### config.mk
export PLATFORM = sky130hd
export DESIGN_NAME = vram_write_arbiter_flat
export DESIGN_NICKNAME = d
export VERILOG_FILES = /design/src/rtl/vram_write_arbiter_if.sv /design/src/rtl/vram_write_arbiter.sv /design/src/flat_wrapper.sv
export SDC_FILE = /design/constraint.sdc
export NUM_CORES = 1
export LEC_CHECK = 0
export ABC_AREA = 1
export ABC_CLOCK_PERIOD_IN_PS = 1900
export CORE_MARGIN = 2
export CORE_UTILIZATION = 40
export CTS_BUF_LIST = sky130_fd_sc_hd__clkbuf_16
export CTS_CLUSTER_DIAMETER = 100
export DETAILED_ROUTE_END_ITERATION = 12
export PLACE_DENSITY = 0.72
export SKIP_LAST_GASP = 1
export SLEW_MARGIN = 20
export SYNTH_ARGS = -nofsm -noshare
export SYNTH_HDL_FRONTEND = slang
export SYNTH_SLANG_ARGS = --single-unit
### constraint.sdc
create_clock -name clk -period 1.9 [get_ports clk]
set_input_delay 0.285 -clock clk [delete_from_list [all_inputs] [get_ports clk]]
set_output_delay 0.285 -clock clk [all_outputs]
set_load 0.01 [all_outputs]
### src/rtl/vram_write_arbiter_if.sv
`default_nettype none
// ============================================================================
// Module   : vram_write_arbiter_if
// Brief    : CPU, config and VRAM port-A signal bundle for the write arbiter.
// Revision : 1.0
// ============================================================================
interface vram_write_arbiter_if #(
  parameter int ADDR_W = 17,
  parameter int DATA_W = 16
);
  logic              cpu_vram_csn;
  logic              cpu_rw;
  logic              cpu_uds_n;
  logic              cpu_lds_n;
  logic [ADDR_W-1:0] cpu_addr;
  logic [DATA_W-1:0] cpu_dout;
  logic              cpu_dtack_n;

  logic              cfg_we;
  logic [1:0]        cfg_addr;
  logic [15:0]       cfg_data;

  logic              vram_we;
  logic [ADDR_W-1:0] vram_addr;
  logic [DATA_W-1:0] vram_data;
  logic [1:0]        vram_be;
  logic              fill_busy;
  logic              fill_done;

  modport master (
    output cpu_vram_csn, cpu_rw, cpu_uds_n, cpu_lds_n, cpu_addr, cpu_dout,
    output cfg_we, cfg_addr, cfg_data,
    input  cpu_dtack_n, vram_we, vram_addr, vram_data, vram_be, fill_busy, fill_done
  );

  modport slave (
    input  cpu_vram_csn, cpu_rw, cpu_uds_n, cpu_lds_n, cpu_addr, cpu_dout,
    input  cfg_we, cfg_addr, cfg_data,
    output cpu_dtack_n, vram_we, vram_addr, vram_data, vram_be, fill_busy, fill_done
  );
endinterface
`default_nettype wire

### src/rtl/vram_write_arbiter.sv
`default_nettype none
// ============================================================================
// Module   : vram_write_arbiter
// Brief    : Shares VRAM port A between 68000 writes and a linear fill engine.
// Revision : 1.0
// ============================================================================
module vram_write_arbiter #(
  parameter int ADDR_W = 17,
  parameter int DATA_W = 16
) (
  input  logic                 clk,
  input  logic                 reset_n,
  vram_write_arbiter_if.slave  bus
);

  localparam int HI_W     = ADDR_W - 16;
  localparam int COLOUR_W = 12;

  typedef enum logic [1:0] {
    S_IDLE    = 2'd0,
    S_CPU_WR  = 2'd1,
    S_CPU_HLD = 2'd2,
    S_FILL    = 2'd3
  } state_t;

  state_t              state_q,    state_d;
  logic                dtack_n_q,  dtack_n_d;
  logic                we_q,       we_d;
  logic [ADDR_W-1:0]   addr_q,     addr_d;
  logic [DATA_W-1:0]   data_q,     data_d;
  logic [1:0]          be_q,       be_d;
  logic                busy_q,     busy_d;
  logic                done_q,     done_d;
  logic [15:0]         start_lo_q, start_lo_d;
  logic [HI_W-1:0]     start_hi_q, start_hi_d;
  logic [15:0]         len_q,      len_d;
  logic [COLOUR_W-1:0] colour_q,   colour_d;
  logic [ADDR_W-1:0]   ptr_q,      ptr_d;
  logic [15:0]         rem_q,      rem_d;
  logic                w_fill_word;
  logic                w_fill_pending;

  assign w_fill_pending = busy_q && (rem_q != '0);

  always_ff @(posedge clk or negedge reset_n) begin
    if (!reset_n) begin
      state_q    <= S_IDLE;
      dtack_n_q  <= 1'b1;
      we_q       <= 1'b0;
      addr_q     <= '0;
      data_q     <= '0;
      be_q       <= '0;
      busy_q     <= 1'b0;
      done_q     <= 1'b0;
      start_lo_q <= '0;
      start_hi_q <= '0;
      len_q      <= '0;
      colour_q   <= '0;
      ptr_q      <= '0;
      rem_q      <= '0;
    end else begin
      state_q    <= state_d;
      dtack_n_q  <= dtack_n_d;
      we_q       <= we_d;
      addr_q     <= addr_d;
      data_q     <= data_d;
      be_q       <= be_d;
      busy_q     <= busy_d;
      done_q     <= done_d;
      start_lo_q <= start_lo_d;
      start_hi_q <= start_hi_d;
      len_q      <= len_d;
      colour_q   <= colour_d;
      ptr_q      <= ptr_d;
      rem_q      <= rem_d;
    end
  end

  always_comb begin
    state_d     = state_q;
    dtack_n_d   = 1'b1;
    we_d        = 1'b0;
    addr_d      = addr_q;
    data_d      = data_q;
    be_d        = be_q;
    busy_d      = busy_q;
    done_d      = 1'b0;
    start_lo_d  = start_lo_q;
    start_hi_d  = start_hi_q;
    len_d       = len_q;
    colour_d    = colour_q;
    ptr_d       = ptr_q;
    rem_d       = rem_q;
    w_fill_word = 1'b0;

    // CPU always wins; the fill only advances on cycles the CPU leaves free.
    case (state_q)
      S_IDLE, S_FILL: begin
        if (!bus.cpu_vram_csn) begin
          state_d = S_CPU_WR;
        end else if (w_fill_pending) begin
          state_d     = S_FILL;
          w_fill_word = 1'b1;
        end else begin
          state_d = S_IDLE;
        end
      end
      S_CPU_WR: begin
        state_d   = S_CPU_HLD;
        dtack_n_d = 1'b0;
      end
      S_CPU_HLD: begin
        if (!bus.cpu_vram_csn) begin
          dtack_n_d = 1'b0;
        end else if (w_fill_pending) begin
          state_d     = S_FILL;
          w_fill_word = 1'b1;
        end else begin
          state_d = S_IDLE;
        end
      end
      default: state_d = S_IDLE;
    endcase

    if ((state_d == S_CPU_WR) && !bus.cpu_rw) begin
      we_d   = 1'b1;
      addr_d = bus.cpu_addr;
      data_d = bus.cpu_dout;
      be_d   = {~bus.cpu_uds_n, ~bus.cpu_lds_n};
    end

    if (w_fill_word) begin
      we_d   = 1'b1;
      addr_d = ptr_q;
      data_d = {{(DATA_W-COLOUR_W){1'b0}}, colour_q};
      be_d   = 2'b11;
      ptr_d  = ptr_q + ADDR_W'(1);
      rem_d  = rem_q - 16'd1;
    end

    // Completion is one edge after the last word; a zero-length fill ends here directly.
    if (busy_q && (rem_q == '0)) begin
      busy_d = 1'b0;
      done_d = 1'b1;
    end else if (!busy_q && bus.cfg_we) begin
      case (bus.cfg_addr)
        2'd0: start_lo_d = bus.cfg_data;
        2'd1: start_hi_d = bus.cfg_data[HI_W-1:0];
        2'd2: len_d      = bus.cfg_data;
        default: begin
          colour_d = bus.cfg_data[COLOUR_W-1:0];
          if (bus.cfg_data[15]) begin
            busy_d = 1'b1;
            ptr_d  = {start_hi_q, start_lo_q};
            rem_d  = len_q;
          end
        end
      endcase
    end
  end

  assign bus.cpu_dtack_n = dtack_n_q;
  assign bus.vram_we     = we_q;
  assign bus.vram_addr   = addr_q;
  assign bus.vram_data   = data_q;
  assign bus.vram_be     = be_q;
  assign bus.fill_busy   = busy_q;
  assign bus.fill_done   = done_q;

endmodule
`default_nettype wire

### src/flat_wrapper.sv
// flat-port wrapper written by rule: the top's interface ports become plain ports
module vram_write_arbiter_flat 
#(
  parameter int ADDR_W = 17,
  parameter int DATA_W = 16
)
  (clk, reset_n, bus_cpu_vram_csn, bus_cpu_rw, bus_cpu_uds_n, bus_cpu_lds_n, bus_cpu_addr, bus_cpu_dout, bus_cfg_we, bus_cfg_addr, bus_cfg_data, bus_cpu_dtack_n, bus_vram_we, bus_vram_addr, bus_vram_data, bus_vram_be, bus_fill_busy, bus_fill_done);
  vram_write_arbiter_if #(.ADDR_W(ADDR_W), .DATA_W(DATA_W)) bus_i ();
  input  logic clk;
  input  logic reset_n;
  input wire logic [$bits(bus_i.cpu_vram_csn)-1:0] bus_cpu_vram_csn;
  input wire logic [$bits(bus_i.cpu_rw)-1:0] bus_cpu_rw;
  input wire logic [$bits(bus_i.cpu_uds_n)-1:0] bus_cpu_uds_n;
  input wire logic [$bits(bus_i.cpu_lds_n)-1:0] bus_cpu_lds_n;
  input wire logic [$bits(bus_i.cpu_addr)-1:0] bus_cpu_addr;
  input wire logic [$bits(bus_i.cpu_dout)-1:0] bus_cpu_dout;
  input wire logic [$bits(bus_i.cfg_we)-1:0] bus_cfg_we;
  input wire logic [$bits(bus_i.cfg_addr)-1:0] bus_cfg_addr;
  input wire logic [$bits(bus_i.cfg_data)-1:0] bus_cfg_data;
  output wire logic [$bits(bus_i.cpu_dtack_n)-1:0] bus_cpu_dtack_n;
  output wire logic [$bits(bus_i.vram_we)-1:0] bus_vram_we;
  output wire logic [$bits(bus_i.vram_addr)-1:0] bus_vram_addr;
  output wire logic [$bits(bus_i.vram_data)-1:0] bus_vram_data;
  output wire logic [$bits(bus_i.vram_be)-1:0] bus_vram_be;
  output wire logic [$bits(bus_i.fill_busy)-1:0] bus_fill_busy;
  output wire logic [$bits(bus_i.fill_done)-1:0] bus_fill_done;
  assign bus_i.cpu_vram_csn = bus_cpu_vram_csn;
  assign bus_i.cpu_rw = bus_cpu_rw;
  assign bus_i.cpu_uds_n = bus_cpu_uds_n;
  assign bus_i.cpu_lds_n = bus_cpu_lds_n;
  assign bus_i.cpu_addr = bus_cpu_addr;
  assign bus_i.cpu_dout = bus_cpu_dout;
  assign bus_i.cfg_we = bus_cfg_we;
  assign bus_i.cfg_addr = bus_cfg_addr;
  assign bus_i.cfg_data = bus_cfg_data;
  assign bus_cpu_dtack_n = bus_i.cpu_dtack_n;
  assign bus_vram_we = bus_i.vram_we;
  assign bus_vram_addr = bus_i.vram_addr;
  assign bus_vram_data = bus_i.vram_data;
  assign bus_vram_be = bus_i.vram_be;
  assign bus_fill_busy = bus_i.fill_busy;
  assign bus_fill_done = bus_i.fill_done;
  vram_write_arbiter #(.ADDR_W(ADDR_W), .DATA_W(DATA_W)) u_core (.clk(clk), .reset_n(reset_n), .bus(bus_i));
endmodule
==> results.sh, run 1 <==
export IMPL_dr_pass1_iters=5
export IMPL_power_clock_fraction=0.218
export IMPL_fin_crit_sh=0.9859
export IMPL_arrival_ns=2.17
export IMPL_synth_seq_cells=119
export IMPL_synth_top_family_by_area="simple AND/OR/NAND/NOR gates"
export IMPL_power_uw=13640
export IMPL_area_sequential_sq_mm=0.002982
export IMPL_maxCapViolations=0
export IMPL_tightest_slew_ns=0.4726
export IMPL_cp_end_kind="register"
export IMPL_synth_top_area_share=0.4899
export IMPL_initial_core_util=0.4116
export IMPL_layout_setup_ws_ns=0.02683
export IMPL_period_needed_ns=1.873
export IMPL_syn_avg_cell_area_sq_um=7.807
export IMPL_synth_simple_area_share=0.2904
export IMPL_area_growth_pct=35.94
export IMPL_irDropWorstVdd_mv=0.7665
export IMPL_finClkSkew_ns=0.007939
export IMPL_synth_adder_area_share=0.008304
export IMPL_intPower_uw=8292
export IMPL_postLayoutCellArea_sq_mm=0.008193
export IMPL_die_x_um=126.8
export IMPL_dieArea_sq_mm=0.01607
export IMPL_hold_slack_ns=0.3879
export IMPL_power_switching_uw=5347
export IMPL_worstSetupPathType="reg2reg"
export IMPL_grt_use_total=0.1934
export IMPL_cp_max_fo=5
export IMPL_synth_area_mux_share=0.004982
export IMPL_dp_slack_ns=-0.02860
export IMPL_routabilityCongestion=0.8771
export IMPL_multi_input_area_sq_mm=0.002698
export IMPL_placed_area_sq_mm=0.007413
export IMPL_cellLeakagePower_uw=0.004075
export IMPL_cp_required_ns=2.20
export IMPL_power_frac_comb=0.445
export IMPL_layout_drive_gt1_share=0.1219
export IMPL_cts_buffer_depth=2
export IMPL_synthCells=772
export IMPL_final_common_cell="nand2_1"
export IMPL_cts_buffers=17
export IMPL_vias=5486
export IMPL_diodes=0
export IMPL_nFillCells=1295
export IMPL_rsz0062_at_grt="true"
export IMPL_root_buffer="clkbuf_16"
export IMPL_overflow=0
export IMPL_htree_levels=4
export IMPL_hold_violations=0
export IMPL_r2r_cells=13
export IMPL_syn_nets=834
export IMPL_grt_max_degree=64
export IMPL_nets=968
export IMPL_ant_nets=0
export IMPL_slew_viol_final=0
export IMPL_powerDensity_mw_per_mm2=1665
export IMPL_crit_chain="nor2_2 -> nand2_2 -> nor2_4 -> nand2_4 -> nand2_4 -> nand2_2 -> nand2_1 -> nand2_2 -> nand2_8 -> nand2_8 -> buf_4 -> nand3_1 -> nand2_1"
export IMPL_hold_class="in2async"
export IMPL_totalWireLength_um=15940
export IMPL_grt_pass1_vias=4987
export IMPL_sw_frac_of_total=0.3920
export IMPL_max_freq_ghz=0.5339
export IMPL_cp_common_cell="nand2_2"
export IMPL_viasPerCell=4.974
export IMPL_seq_area_frac_synth=0.4943
export IMPL_cts_num_sinks=119
export IMPL_clk_pin_slew_ns=0.06
export IMPL_first_iter_violations=401
export IMPL_core_sq_mm=0.01464
export IMPL_synth_compound_area_frac=0.09466
export IMPL_wl_per_cell_um=14.46
export IMPL_cp_slowest_cell="dfrtp_1"
export IMPL_relSlewSlack=0.6850
export IMPL_ys_warn_count=0
export IMPL_mappedNetlistArea_sq_mm=0.006027
export IMPL_placedCellCount=1056
export IMPL_die_h_um=126.8
export IMPL_antenna_found_initial=0
export IMPL_clock_latency_ns=0.41
export IMPL_yosys_top_cells_area="dfrtp_1 49%, nand2_1 17%, o21ai_0 6.7%"
export IMPL_status="finished, final reports clean"
export IMPL_dp_hpwl_um=10800
export IMPL_io_pins=97
export IMPL_yosysTopAreaCell="dfrtp_1"
export IMPL_synth_cell_types=35
export IMPL_port_buffers=96
export IMPL_finalSetupViolCount=0
export IMPL_layout_common_cells="265 x nand2_1, 116 x dfrtp_1, 95 x clkdlybuf4s50_1"
export IMPL_cts_tree="built"
export IMPL_synth_xor_area_frac=0.02906
export IMPL_drc=0
export IMPL_slowest_delay_ns=0.41
export IMPL_grt_pass1_wl_um=24630
export IMPL_power_frac_seq=0.336
export IMPL_start_kind="register"
export IMPL_rows=44
export IMPL_final_cells=1103
==> path summary, 6_finish.rpt <==
check | from | endpoint | slack, ns
min reg2reg | u_core.start_lo_q[10] | u_core.start_lo_q[10] | 0.48
max | u_core.rem_q[9] | u_core.bus.vram_data[0] | 0.03
min | reset_n | u_core.ptr_q[10] | 0.39
min in group clk | bus_cpu_dout[13] | u_core.bus.vram_data[13] | 0.42
max reg2reg | u_core.rem_q[9] | u_core.bus.vram_data[0] | 0.03
max in group asynchronous | reset_n | u_core.rem_q[11] | 0.88
==> state kept, by name, summed over array words and instances (netlist names) <==
name,count
u_core.bus.fill_done,1
u_core.bus.vram_addr,17
u_core.bus.fill_busy,1
u_core.rem_q,16
u_core.ptr_q,17
u_core.colour_q,12
u_core.bus.vram_we,1
u_core.bus.cpu_dtack_n,1
u_core.bus.vram_be,2
u_core.start_hi_q,1
u_core.bus.vram_data,16
u_core.state_q,2
u_core.len_q,16
u_core.start_lo_q,16
==> cell usage after synthesis <==
cell and count:
buf_4 1, nor2_1 51, or2_0 2, nor2_4 4
inv_1 73, nand2_4 3, and2_1 1, a31oi_1 4
nand3_2 1, mux2i_1 3, xnor2_1 4, dfrtp_1 118
xor2_1 16, ha_1 4, nand3_1 59, o21ai_0 81
a21oi_1 8, nand3b_1 1, o211ai_1 4, buf_2 17
o21a_1 1, o21bai_1 5, nand2_8 2, nand2_2 4
inv_2 2, dfstp_2 1, nand4_1 1, nor2_2 3
nor3_1 7, buf_6 4, nand2_1 267, buf_1 2
clkbuf_1 12, o21ai_1 5, nand4_4 1
==> routing by layer <==
layer / vias up / part of all wire / GRT usage
met1: 2586 / 0.46 / 0.2686
li1: 2710 / - / -
met3: 19 / 0.052 / 0.04218
met2: 171 / 0.47 / 0.3056
met4: 0 / 0.017 / 0.05882
met5: - / 0 / 0
==> worst max-delay path, delay by kind of cell (launching register included) <==
| family | cells | cell delay, ns |
|---|---|---|
| buffers and inverters | 1 | 0.16 |
| and+or+nand+nor | 12 | 1.18 |
| DFF | 1 | 0.41 |
==> stage by stage <==
step                utilization   TNS, ns
floorplan                     -         0
detailed placement       0.5062  -0.03077
global route             0.5595    -1.321
CTS                      0.5446  -0.04399
finish                   0.5595         0
global placement         0.5062         0
==> kinds of logic (layout without fill, tap and decap cells) <==
logic type | after synthesis | after routing
AND/OR/NAND/NOR | 407 | 410
buffers and inverters | 111 | 255
flip-flops | 119 | 119
XOR/XNOR | 20 | 20
multiplexers | 3 | 3
adder cells (fa/ha/maj) | 4 | 4
AO/OA/AOI/OAI | 108 | 108
==> what timing repair did <==
item,CTS,global route
hold buffers,1,0
setup buffers,0,11
gates cloned,0,3
pin swaps,1,9
endpoints found under the hold margin,30,0
resized for setup,1,21
setup endpoints to repair,20,46
==> cell type report <==
class                           count  share of cell area
Sequential cell                   119              0.3639
Timing Repair Buffer              148              0.1776
Multi-Input combinational cell    545              0.3293
Tap cell                          184             0.02810
Clock buffer                       17             0.05192
Clock inverter                     15             0.01481
Inverter                           75             0.03436
==> power groups by stage <==
| stage | combinational [uW] | sequential, uW | clock (uW) |
|---|---|---|---|
| CTS | 5410 | 4530 | 3020 |
| finish | 6080 | 4590 | 2970 |
| floorplan | 3290 | 4520 | 0 |
| global route | 6750 | 4710 | 3160 |
| global placement | 5230 | 4530 | 0 |
| detailed placement | 5350 | 4550 | 0 |
(Power assumes the default switching activity.)
==> inputs of run 2 (changes only) <==
--- a/config.mk
+++ b/config.mk
@@ -13,6 +13,7 @@
 export CTS_CLUSTER_DIAMETER = 100
 export DETAILED_ROUTE_END_ITERATION = 12
 export PLACE_DENSITY = 0.72
+export SETUP_SLACK_MARGIN = 0.4
 export SKIP_LAST_GASP = 1
 export SLEW_MARGIN = 20
 export SYNTH_ARGS = -nofsm -noshare
==> results.sh, run 2 (synthesis gave the netlist of run 1 again) <==
export IMPL_cts_tree="built"
export IMPL_grt_pass1_vias=5445
export IMPL_final_common_cell="nand2_1"
export IMPL_slowest_delay_ns=0.38
export IMPL_drc=0
export IMPL_port_buffers=96
export IMPL_tightest_slew_ns=0.4248
export IMPL_layout_drive_gt1_share=0.2092
export IMPL_overflow=0
export IMPL_slew_viol_final=0
export IMPL_final_cells=1121
export IMPL_path_buf_inv=4
export IMPL_grt_pass1_wl_um=28030
export IMPL_viasPerCell=5.198
export IMPL_clk_pin_slew_ns=0.06
export IMPL_nFillCells=1265
export IMPL_finClkSkew_ns=0.006822
export IMPL_die_x_um=126.8
export IMPL_totalWireLength_um=18380
export IMPL_placed_area_sq_mm=0.007417
export IMPL_cts_num_sinks=119
export IMPL_cp_end_kind="register"
export IMPL_first_iter_violations=512
export IMPL_cts_buffer_depth=2
export IMPL_hold_violations=0
export IMPL_routabilityCongestion=0.8696
export IMPL_postLayoutCellArea_sq_mm=0.008795
export IMPL_crit_family="simple AND/OR/NAND/NOR gates"
export IMPL_rsz0062_at_grt="true"
export IMPL_rows=44
export IMPL_io_pins=97
export IMPL_initial_core_util=0.4116
export IMPL_ant_nets=0
export IMPL_crit_chain="nor2_2 -> nand2_1 -> nor2_4 -> nand2_4 -> buf_6 -> nand4_4 -> buf_12 -> buf_6 -> buf_16 -> nand2_8 -> nand2_2 -> nand2_1"
export IMPL_hold_class="in2async"
export IMPL_powerDensity_mw_per_mm2=1704
export IMPL_dr_pass1_iters=5
export IMPL_period_needed_ns=1.885
export IMPL_placedCellCount=1049
export IMPL_dp_hpwl_um=10780
export IMPL_cts_buffers=17
export IMPL_core_sq_mm=0.01464
export IMPL_die_h_um=126.8
export IMPL_vias=5827
export IMPL_finalSetupViolCount=0
export IMPL_clock_latency_ns=0.41
export IMPL_cp_slowest_cell="dfrtp_1"
export IMPL_relSlewSlack=0.7168
export IMPL_start_kind="register"
export IMPL_antenna_found_initial=0
export IMPL_htree_levels=4
export IMPL_maxCapViolations=0
export IMPL_cp_required_ns=2.20
export IMPL_arrival_ns=2.19
export IMPL_grt_max_degree=53
export IMPL_dieArea_sq_mm=0.01607
export IMPL_fin_crit_sh=0.9920
export IMPL_grt_use_total=0.2221
export IMPL_root_buffer="clkbuf_16"
export IMPL_cellLeakagePower_uw=0.004464
export IMPL_layout_common_cells="235 x nand2_1, 115 x dfrtp_1, 71 x inv_1"
export IMPL_cp_max_fo=8
export IMPL_diodes=0
export IMPL_wl_per_cell_um=16.40
export IMPL_max_freq_ghz=0.5306
export IMPL_nets=986
export IMPL_worstSetupPathType="reg2reg"
export IMPL_area_growth_pct=45.92
export IMPL_status="finished, final reports clean"
export IMPL_irDropWorstVdd_mv=0.7817
==> run 2: final timing paths <==
path                                   from                        to  slack (ns)  depth (start not counted)
min in group clk           bus_cpu_dout[12]  u_core.bus.vram_data[12]        0.41                          3
setup / recovery           u_core.rem_q[11]   u_core.bus.vram_data[2]        0.02                         12
max in group asynchronous           reset_n          u_core.len_q[15]        0.89                          3
hold reg to reg            u_core.len_q[11]          u_core.rem_q[11]        0.48                          2
setup reg to reg           u_core.rem_q[11]   u_core.bus.vram_data[2]        0.02                         12
hold / removal                      reset_n     u_core.bus.vram_be[1]        0.36                          2
==> run 2: final cells by class <==
cell class | instances | area (sq um) | share of cell area
multi-input combinational | 546 | 2982 | 0.3390
sequential | 119 | 2983 | 0.3392
clock buffer | 17 | 425.4 | 0.04837
clock inverter | 15 | 97.59 | 0.01110
inverter | 75 | 281.5 | 0.03201
tap | 184 | 230.2 | 0.02618
timing repair buffer | 165 | 1795 | 0.2042
==> run 2: metrics by stage <==
stage	total power, uW	hold slack [ns]	utilization	setup TNS [ns]	setup WS (ns)
2_1_floorplan	8020	-0.01059	-	0	0.2883
3_3_place_gp	9880	0.2519	0.5065	0	0.04254
3_5_place_dp	10030	0.2522	0.5065	0	0.003860
6_report	14990	0.3557	0.6006	0	0.01521
4_1_cts	14160	0.3533	0.5778	0	0.07904
5_1_grt	15960	0.3761	0.6006	-0.9749	-0.05152
==> run 2: per-layer routing <==
metal / GRT usage / vias up / share of wire
li1: - / 2753 / -
met1: 0.2982 / 2789 / 0.43
met2: 0.3603 / 259 / 0.48
met3: 0.05778 / 26 / 0.073
met4: 0.05882 / 0 / 0.014
met5: 0 / - / 0
==> run 2: power breakdown <==
group	leakage (uW)	internal, uW	total (uW)	switching (uW)
sequential	0.00155	3730	4610	875
clock	0.000270	1750	2870	1120
combinational	0.00264	3350	7510	4160
==> run 2: timing repair <==
action	in CTS	in global routing
endpoints found under the setup margin	108	70
pin swaps	21	36
hold buffers	1	0
gates resized for setup	89	69
cloned	9	3
endpoints found under the hold margin	26	0
buffers inserted	19	8
